File: config.mk
export PLATFORM = sky130hd
export DESIGN_NAME = mem_word_fetcher_flat
export DESIGN_NICKNAME = d
export VERILOG_FILES = /design/src/rtl/memfetch_pkg.sv /design/src/rtl/mem_word_fetcher_if.sv /design/src/rtl/mem_word_fetcher.sv /design/src/flat_wrapper.sv
export SDC_FILE = /design/constraint.sdc
export NUM_CORES = 1
export LEC_CHECK = 0
export ABC_AREA = 1
export CAP_MARGIN = 10
export CORE_ASPECT_RATIO = 0.5
export CORE_UTILIZATION = 45
export CTS_CLUSTER_SIZE = 20
export DETAILED_ROUTE_END_ITERATION = 10
export PLACE_DENSITY = 0.75
export SLEW_MARGIN = 20
export SYNTH_ARGS = -nofsm -noshare
export SYNTH_HDL_FRONTEND = slang
export SYNTH_SLANG_ARGS = --single-unit
File: constraint.sdc
create_clock -name clock -period 1.9 [get_ports clock]
set_input_delay 0.38 -clock clock [delete_from_list [all_inputs] [get_ports clock]]
set_output_delay 0.38 -clock clock [all_outputs]
set_load 0.1 [all_outputs]
File: src/rtl/memfetch_pkg.sv
// Shared types and constants for the memory word fetcher.
package memfetch_pkg;

    typedef enum logic [1:0] {
        StIdle,
        StRead,
        StDrain,
        StDone
    } state_e;

    // Operand size codes on the size input; 2'b11 is illegal
    localparam logic [1:0] SZ_B = 2'b00;
    localparam logic [1:0] SZ_H = 2'b01;
    localparam logic [1:0] SZ_W = 2'b10;

    // Data register load modes
    localparam logic [1:0] FS_SEXT = 2'b00;
    localparam logic [1:0] FS_ZEXT = 2'b01;
    localparam logic [1:0] FS_SHL  = 2'b10;
    localparam logic [1:0] FS_SHR  = 2'b11;

    // Index of the last byte of an operand (N-1) for a legal size code
    function automatic logic [1:0] size_last(input logic [1:0] size);
        case (size)
            SZ_B:    return 2'd0;
            SZ_H:    return 2'd1;
            default: return 2'd3;
        endcase
    endfunction

endpackage

File: src/rtl/mem_word_fetcher_if.sv
// Request, memory-port and data-register signals of the word fetcher.
interface mem_word_fetcher_if #(
    parameter int unsigned ADDR_WIDTH = 16
);
    logic                  start;
    logic [ADDR_WIDTH-1:0] addr;
    logic [1:0]            size;
    logic                  sign_ext;
    logic                  little_endian;
    logic [ADDR_WIDTH-1:0] mem_addr;
    logic                  mem_re;
    logic [7:0]            mem_rdata;
    logic                  dr_enable;
    logic [1:0]            dr_funsel;
    logic [7:0]            dr_i;
    logic                  busy;
    logic                  done;
    logic                  err;

    // Fetcher side
    modport master (
        input  start, addr, size, sign_ext, little_endian, mem_rdata,
        output mem_addr, mem_re, dr_enable, dr_funsel, dr_i, busy, done, err
    );

    // Controller / memory / DR side
    modport slave (
        output start, addr, size, sign_ext, little_endian, mem_rdata,
        input  mem_addr, mem_re, dr_enable, dr_funsel, dr_i, busy, done, err
    );
endinterface

File: src/rtl/mem_word_fetcher.sv
// Reads a 1, 2 or 4 byte operand from byte-wide synchronous memory and
// steers each byte into the data register with the matching load mode.
module mem_word_fetcher
    import memfetch_pkg::*;
#(
    parameter int unsigned ADDR_WIDTH = 16
) (
    input logic                clock,
    input logic                reset,
    mem_word_fetcher_if.master bus
);

    state_e                state_q, state_d;
    logic [ADDR_WIDTH-1:0] addr_q, addr_d;
    logic [1:0]            cnt_q, cnt_d;
    logic [1:0]            last_q, last_d;
    logic                  sext_q, sext_d;
    logic                  le_q, le_d;
    logic                  err_q, err_d;
    logic                  dr_en_q, dr_en_d;
    logic [1:0]            fs_q, fs_d;
    logic                  accept;
    logic                  legal;

    // Request acceptance: only while not busy (idle or the done cycle)
    always_comb begin
        accept = bus.start && ((state_q == StIdle) || (state_q == StDone));
        legal  = (bus.size != 2'b11);
    end

    // Next-state, address walk, byte count and DR control one cycle behind the read
    always_comb begin
        state_d = state_q;
        addr_d  = addr_q;
        cnt_d   = cnt_q;
        last_d  = last_q;
        sext_d  = sext_q;
        le_d    = le_q;
        err_d   = err_q;
        dr_en_d = 1'b0;
        fs_d    = FS_SEXT;

        // Read data lands the cycle after mem_re, so DR control trails the read state
        if (state_q == StRead) begin
            dr_en_d = 1'b1;
            if (cnt_q == 2'd0) begin
                fs_d = sext_q ? FS_SEXT : FS_ZEXT;
            end else begin
                fs_d = FS_SHL;
            end
        end

        case (state_q)
            StIdle, StDone: begin
                state_d = StIdle;
                err_d   = 1'b0;
                if (accept) begin
                    if (legal) begin
                        state_d = StRead;
                        last_d  = size_last(bus.size);
                        cnt_d   = 2'd0;
                        sext_d  = bus.sign_ext;
                        le_d    = bus.little_endian;
                        // Little-endian walks down from the most significant byte
                        addr_d  = bus.little_endian
                                ? bus.addr + ADDR_WIDTH'(size_last(bus.size))
                                : bus.addr;
                    end else begin
                        state_d = StDone;
                        err_d   = 1'b1;
                    end
                end
            end
            StRead: begin
                cnt_d  = cnt_q + 2'd1;
                addr_d = le_q ? addr_q - ADDR_WIDTH'(1) : addr_q + ADDR_WIDTH'(1);
                if (cnt_q == last_q) begin
                    state_d = StDrain;
                end
            end
            StDrain: begin
                state_d = StDone;
            end
            default: begin
                state_d = StIdle;
            end
        endcase
    end

    // State and captured request registers; reset aborts any transfer
    always_ff @(posedge clock or posedge reset) begin
        if (reset) begin
            state_q <= StIdle;
            addr_q  <= '0;
            cnt_q   <= 2'd0;
            last_q  <= 2'd0;
            sext_q  <= 1'b0;
            le_q    <= 1'b0;
            err_q   <= 1'b0;
            dr_en_q <= 1'b0;
            fs_q    <= FS_SEXT;
        end else begin
            state_q <= state_d;
            addr_q  <= addr_d;
            cnt_q   <= cnt_d;
            last_q  <= last_d;
            sext_q  <= sext_d;
            le_q    <= le_d;
            err_q   <= err_d;
            dr_en_q <= dr_en_d;
            fs_q    <= fs_d;
        end
    end

    // Outputs decode directly from registers so reset clears them at once
    always_comb begin
        bus.mem_addr  = addr_q;
        bus.mem_re    = (state_q == StRead);
        bus.busy      = (state_q == StRead) || (state_q == StDrain);
        bus.done      = (state_q == StDone);
        bus.err       = err_q;
        bus.dr_enable = dr_en_q;
        bus.dr_funsel = fs_q;
        bus.dr_i      = bus.mem_rdata;
    end

endmodule
File: src/flat_wrapper.sv
// flat-port wrapper written by rule: the top's interface ports become plain ports
module mem_word_fetcher_flat import memfetch_pkg::*;
#(
    parameter int unsigned ADDR_WIDTH = 16
)
  (clock, reset, bus_start, bus_addr, bus_size, bus_sign_ext, bus_little_endian, bus_mem_rdata, bus_mem_addr, bus_mem_re, bus_dr_enable, bus_dr_funsel, bus_dr_i, bus_busy, bus_done, bus_err);
  mem_word_fetcher_if #(.ADDR_WIDTH(ADDR_WIDTH)) bus_i ();
  input logic clock;
  input logic reset;
  input wire logic [$bits(bus_i.start)-1:0] bus_start;
  input wire logic [$bits(bus_i.addr)-1:0] bus_addr;
  input wire logic [$bits(bus_i.size)-1:0] bus_size;
  input wire logic [$bits(bus_i.sign_ext)-1:0] bus_sign_ext;
  input wire logic [$bits(bus_i.little_endian)-1:0] bus_little_endian;
  input wire logic [$bits(bus_i.mem_rdata)-1:0] bus_mem_rdata;
  output wire logic [$bits(bus_i.mem_addr)-1:0] bus_mem_addr;
  output wire logic [$bits(bus_i.mem_re)-1:0] bus_mem_re;
  output wire logic [$bits(bus_i.dr_enable)-1:0] bus_dr_enable;
  output wire logic [$bits(bus_i.dr_funsel)-1:0] bus_dr_funsel;
  output wire logic [$bits(bus_i.dr_i)-1:0] bus_dr_i;
  output wire logic [$bits(bus_i.busy)-1:0] bus_busy;
  output wire logic [$bits(bus_i.done)-1:0] bus_done;
  output wire logic [$bits(bus_i.err)-1:0] bus_err;
  assign bus_i.start = bus_start;
  assign bus_i.addr = bus_addr;
  assign bus_i.size = bus_size;
  assign bus_i.sign_ext = bus_sign_ext;
  assign bus_i.little_endian = bus_little_endian;
  assign bus_i.mem_rdata = bus_mem_rdata;
  assign bus_mem_addr = bus_i.mem_addr;
  assign bus_mem_re = bus_i.mem_re;
  assign bus_dr_enable = bus_i.dr_enable;
  assign bus_dr_funsel = bus_i.dr_funsel;
  assign bus_dr_i = bus_i.dr_i;
  assign bus_busy = bus_i.busy;
  assign bus_done = bus_i.done;
  assign bus_err = bus_i.err;
  mem_word_fetcher #(.ADDR_WIDTH(ADDR_WIDTH)) u_core (.clock(clock), .reset(reset), .bus(bus_i));
endmodule
==> impl_metrics.json, run 1 <==
{
  "status": "complete, but fails checks",
  "violations": "DRC",
  "cts_tree": "done",
  "yosys_warnings": 0,
  "hold_class": "reg2reg",
  "dr.pass1.iters": 7,
  "clk_latency_ps": 270,
  "grt.overflow.total": 0,
  "post-route-period-util_pct": 98.4,
  "grt_max_degree": 29,
  "finClkSkew_ps": 2.82,
  "worst_setup_path_start_kind": "primary input",
  "fin_crit_ps": 1870,
  "crit_buf_inv": 6,
  "grt_usage_pct": 22.7,
  "grt_pass1_wl_mm": 11.5,
  "numCtsBuffers": 3,
  "cp.required_ps": 2060,
  "clk_pin_slew_ps": 70,
  "grt_pass1_vias": 2644,
  "syn_to_final_growth_pct": 38.7,
  "ios": 62,
  "relSlewSlack_pct": 69.1,
  "dieArea_um2": 6390,
  "gp_congestion": 0.859,
  "viasPerCell": 5.08,
  "cp_slowest_stage_delay_ps": 260,
  "cts_max_path_buffers": 2,
  "synth_nets": 477,
  "numPortBuffers": 45,
  "initialDrtViolationCount": 132,
  "dieHeight_um": 57.0,
  "synth_area_leader_cell": "dfrtp_1",
  "antenna_found_initial": 0,
  "cp_top_family": "buffers and inverters",
  "initial_utilization_pct": 48.1,
  "rsz0062_at_grt": "true",
  "synth.area.top_cells": "dfrtp_1 (26%), nand2_1 (21%), ha_1 (9.2%), inv_1 (9.0%), nand3_1 (5.3%)",
  "crit_top_cell": "buf_4",
  "synth_cell_type_count": 35,
  "cp_max_fo": 2,
  "postSynthAreaPerCell_um2": 6.42,
  "finalHoldViolCount": 0,
  "crit_type": "in2reg",
  "reg2reg_depth": 10,
  "wl_per_cell_um": 12.9,
  "cts_htree_levels": 1,
  "postCtsHoldBufs": 0,
  "cp.arrival_ps": 2020,
  "ys_seq_area_share_pct": 25.7,
  "fin_util_pct": 66.8,
  "setup_viol": 0,
  "cp-end-kind": "register",
  "syn_area_um2": 2720,
  "stdcell_area_um2": 3780,
  "rows": 19,
  "cts_root_buffer": "clkbuf_16",
  "slew_viol_final": 0,
  "antenna_cells": 0,
  "final_layout_size_suffix_gt1_share_pct": 24.1,
  "ys_ff_latch": 28,
  "cp_cell_sequence": "buf_2, or2_4, ha_4, inv_2, fa_2, inv_2, buf_4, buf_4, buf_4, a21oi_2, nor3_1, o22a_1",
  "netlist.area_leader.share_pct": 25.7,
  "clock_sinks": 28,
  "drc": 1,
  "drt-total-wl_mm": 7.18,
  "drtAntennaViolNets": 0,
  "core_um2": 5660,
  "nets": 536,
  "hold_depth": 1,
  "hpwl_mm": 5.35,
  "place_area_um2": 3540,
  "path_depth": 12,
  "cp_slowest_cell": "or2_4",
  "netlist_instances": 424,
  "chipWidth_um": 112,
  "vias": 2819,
  "tightest_slew_ps": 463,
  "fmax_ghz": 0.535,
  "max-cap-violations": 0
}
==> Yosys cell counts <==
master and instances:
nand2_1 156, inv_1 65, nand3_1 29, dfrtp_1 28
nor2_1 28, ha_1 20, o21ai_0 14, a21oi_1 11
buf_4 10, or2_2 8, xor2_1 8, nand3b_1 4
nand4_1 4, xnor2_1 4, a21boi_1 3, and2_1 3
nor2_4 3, nor3_1 3, a21boi_0 2, a21oi_2 2
buf_2 2, fa_1 2, nand2_2 2, nor2_2 2
a31oi_1 1, and2_2 1, buf_1 1, buf_6 1
clkbuf_1 1, nand3_4 1, o211ai_1 1, o21a_1 1
o21ai_1 1, o22a_1 1, o22ai_1 1
==> cell usage in the layout, fill, tap and decap left out, types with 7 or more instances in the layout <==
master,netlist,routed
xor2_1,8,8
clkdlybuf4s50_1,0,18
nand2_1,156,149
nor2_1,28,25
dfrtp_2,0,15
nand2_2,2,9
ha_1,20,13
or2_2,8,7
inv_1,65,62
nand3_1,29,28
a21oi_1,11,7
dfrtp_1,28,13
buf_4,10,26
o21ai_0,14,14
buf_12,0,20
==> worst register-to-register path: stages, from the launching register on <==
cell     delay, ps
dfrtp_1        410
buf_12         170
ha_2           380
nand2_2         90
nor2_1          90
nand3_1         90
nand2_2        130
nand2_1         90
nand3_1         80
nand3_1        100
a21oi_2        140
==> cell type report <==
class / instances / area [um2]
multi-input cells: 316 / 1800
repair buffers: 69 / 811
inverters: 65 / 248
well taps: 73 / 91.3
clock buffers: 3 / 75.1
fillers: 478 / 1880
clock inverters: 1 / 30.0
flip-flops and latches: 28 / 719
==> state kept, by name (all words and copies together) (netlist names) <==
register,count
u_core.sext_q,1
u_core.state_q,2
u_core.le_q,1
u_core.bus.dr_funsel,2
u_core.bus.err,1
u_core.bus.mem_addr,16
u_core.last_q,2
u_core.bus.dr_enable,1
u_core.cnt_q,2
==> per-layer routing <==
layer  wire length, um  vias up  global-route usage (%)
li1                  -     1428                       -
met4               160        0                    7.43
met1              3310     1298                    30.0
met3               352       15                    2.87
met2              3360       78                    39.3
met5                 0        -                       0
==> timing repair <==
action | in CTS | in global routing
hold endpoints to repair | 0 | 0
resized for setup | 20 | 21
buffers inserted | 3 | 1
pin swaps | 7 | 9
setup endpoints to repair | 13 | 13
==> worst paths after layout <==
path	startpoint	end	slack (ps)
setup / recovery	bus_size[1]	u_core.bus.mem_addr[2]	30
hold / removal	u_core.sext_q	u_core.bus.dr_funsel[0]	450
setup reg to reg	u_core.le_q	u_core.bus.mem_addr[15]	60
hold reg to reg	u_core.sext_q	u_core.bus.dr_funsel[0]	450
max in group asynchronous	reset	u_core.bus.mem_addr[10]	1120
min in group asynchronous	reset	u_core.bus.mem_addr[5]	480
==> per-stage QoR <==
step / cells / hold WS, ps / setup slack, ps / TNS (ps)
finish: 555 / 446 / 30.9 / 0
global route: 555 / 471 / -54.7 / -259
CTS: 554 / 445 / 2.38 / 0
detailed placement: 547 / 428 / -632 / -6140
global placement: 547 / 416 / -548 / -5250
floorplan: 424 / 401 / 4.75 / 0
==> cells by family (layout without fill, tap and decap cells) <==
| logic type | after synthesis | in the layout | synth area share, % |
|---|---|---|---|
| fa+ha+maj | 22 | 22 | 10.7 |
| simple gates | 244 | 244 | 38.9 |
| flops | 28 | 28 | 25.7 |
| compound gates | 38 | 38 | 8.13 |
| buf+inv | 80 | 138 | 12.8 |
| xor+xnor | 12 | 12 | 3.86 |
Power of run 1 is left out: the tool's default activity adds up to more than one toggle a clock period on the data nets, which glitch-free logic cannot reach.
==> run 2: changes to the inputs <==
GPL_TIMING_DRIVEN = 0   (was default)
==> run 2 against run 1 <==
Against the previous run:
- the flow still finishes with violations (DRC)
- final cell count increased by 1.1%
- clock skew increased by 2.8 ps
- sequential share of layout area decreased by 0.19 points
- routed wire length increased by 4.1%
- via count increased by 1.1%
==> impl_metrics.json, run 2 (synthesis results as in run 1) <==
{
  "status": "complete, but fails checks",
  "violations": "DRC",
  "cts_max_path_buffers": 2,
  "antenna_cells": 0,
  "crit_type": "reg2reg",
  "numPortBuffers": 53,
  "rows": 19,
  "fmax_ghz": 0.530,
  "final_common_cell": "nand2_1",
  "clock_sinks": 28,
  "core_um2": 5660,
  "cts_tree": "done",
  "vias": 2851,
  "crit_buf_inv": 1,
  "cp_top_family": "simple AND/OR/NAND/NOR gates",
  "grt_max_degree": 29,
  "hpwl_mm": 5.30,
  "dieHeight_um": 57.0,
  "grt.overflow.total": 0,
  "hold_class": "reg2reg",
  "cp-end-kind": "register",
  "setup_slack_ps": 13.9,
  "r2r_slack_ps": 10,
  "initialDrtViolationCount": 124,
  "grt_pass1_wl_mm": 11.7,
  "post-place-ws_ps": -769,
  "cp_slowest_cell": "dfrtp_4",
  "drc": 1,
  "nets": 542,
  "max-cap-violations": 0,
  "cp_max_fo": 8,
  "grt_pass1_vias": 2517,
  "wl_per_cell_um": 13.3,
  "gp_congestion": 0.869,
  "chipWidth_um": 112,
  "cp_cell_sequence": "buf_12, ha_4, nor2_1, nand2_2, and2_4, xor2_2, nand2_1, nand3_1, o21a_1",
  "tns_ps": 0,
  "largest_register_ffs": 16,
  "viasPerCell": 5.08,
  "cp_slowest_stage_delay_ps": 570,
  "layout.cells.non_filler": 561,
  "fin_crit_ps": 1890,
  "antenna_found_initial": 0,
  "clk_latency_ps": 270,
  "final_layout_size_suffix_gt1_share_pct": 30.9,
  "tightest_slew_ps": 959,
  "cts_htree_levels": 1,
  "cp.arrival_ps": 2050,
  "cp.required_ps": 2060,
  "cts_root_buffer": "clkbuf_16",
  "grt_usage_pct": 23.0,
  "worst_setup_path_start_kind": "register",
  "final_cell_mix": "nand2_1 (133), inv_1 (59), nand3_1 (23)",
  "drtAntennaViolNets": 0,
  "numCtsBuffers": 3,
  "setup_viol": 0,
  "placedCellCount": 550,
  "ios": 62,
  "clk_pin_slew_ps": 80,
  "n_fill_cell": 496,
  "dieArea_um2": 6390,
  "syn_to_final_growth_pct": 40.8,
  "slew_viol_final": 0,
  "finClkSkew_ps": 5.67,
  "dr.pass1.iters": 7,
  "post-route-period-util_pct": 99.3,
  "relSlewSlack_pct": 36.4,
  "initial_utilization_pct": 48.1,
  "rsz0062_at_grt": "true",
  "finalHoldViolCount": 0,
  "drt-total-wl_mm": 7.48
}
==> run 2: changes by cell type in the layout (fill, tap and decap cells not counted), moves of 4 or more <==
| cell | previous run | this run |
|---|---|---|
| buf_12 | 20 | 1 |
| nand2_1 | 149 | 133 |
| clkbuf_2 | 1 | 14 |
| nand2_2 | 9 | 22 |
| dlygate4sd2_1 | 1 | 12 |
| buf_4 | 26 | 16 |
| ha_4 | 4 | 14 |
| ha_1 | 13 | 4 |
| nor2_2 | 2 | 10 |
| nor2_1 | 25 | 19 |
| nand3_1 | 28 | 23 |
| clkdlybuf4s15_2 | 0 | 4 |
| nand3_2 | 1 | 5 |
==> run 2: worst paths after layout <==
| kind | from | endpoint | cells after the start |
|---|---|---|---|
| min in group asynchronous | reset | u_core.bus.mem_addr[10] | 2 |
| setup reg to reg | u_core.le_q | u_core.bus.mem_addr[4] | 9 |
| setup / recovery | u_core.le_q | u_core.bus.mem_addr[4] | 9 |
| max in group asynchronous | reset | u_core.le_q | 2 |
| hold reg to reg | u_core.sext_q | u_core.bus.dr_funsel[0] | 1 |
| hold / removal | u_core.sext_q | u_core.bus.dr_funsel[0] | 1 |
==> run 2: metrics by stage <==
step                      utilization [%]  cell area, um2  hold slack, ps
after floorplan                         -            2760             401
after CTS                            63.7            3600             438
final                                67.8            3830             431
after detailed placement             59.7            3380             435
after global routing                 67.8            3830             445
after global placement               59.7            3380             421
==> run 2: repair_timing <==
| item | in CTS | in global routing |
|---|---|---|
| pin swaps | 9 | 18 |
| hold buffers | 0 | 0 |
| setup endpoints to repair | 45 | 32 |
| gates resized for setup | 83 | 90 |
| buffers inserted | 5 | 2 |
==> run 2: per-layer routing <==
metal | routed length [um] | vias to the layer above | track usage [%]
met1 | 3630 | 1293 | 33.7
met3 | 391 | 15 | 2.34
met4 | 89 | 0 | 2.67
met2 | 3370 | 96 | 38.2
met5 | 0 | - | 0
li1 | - | 1447 | -
==> run 2: cell type report <==
type                       count  area, um2  area share [%]
tap                           73       91.3            2.38
clock buffer                   3       75.1            1.96
multi-input combinational    316       2040            53.2
buffer                        15        105            2.74
sequential                    28        723            18.9
inverter                      65        248            6.46
timing repair buffer          60        520            13.6
clock inverter                 1       30.0           0.783
Power of run 2 is left out for the same reason.
==> run 3: changes to the inputs <==
CTS_CLUSTER_SIZE = default   (was 20)
==> results of run 3 <==
Same layout as run 2: the final DEF is identical, and so are final timing and power.
Power of run 3 is left out for the same reason.
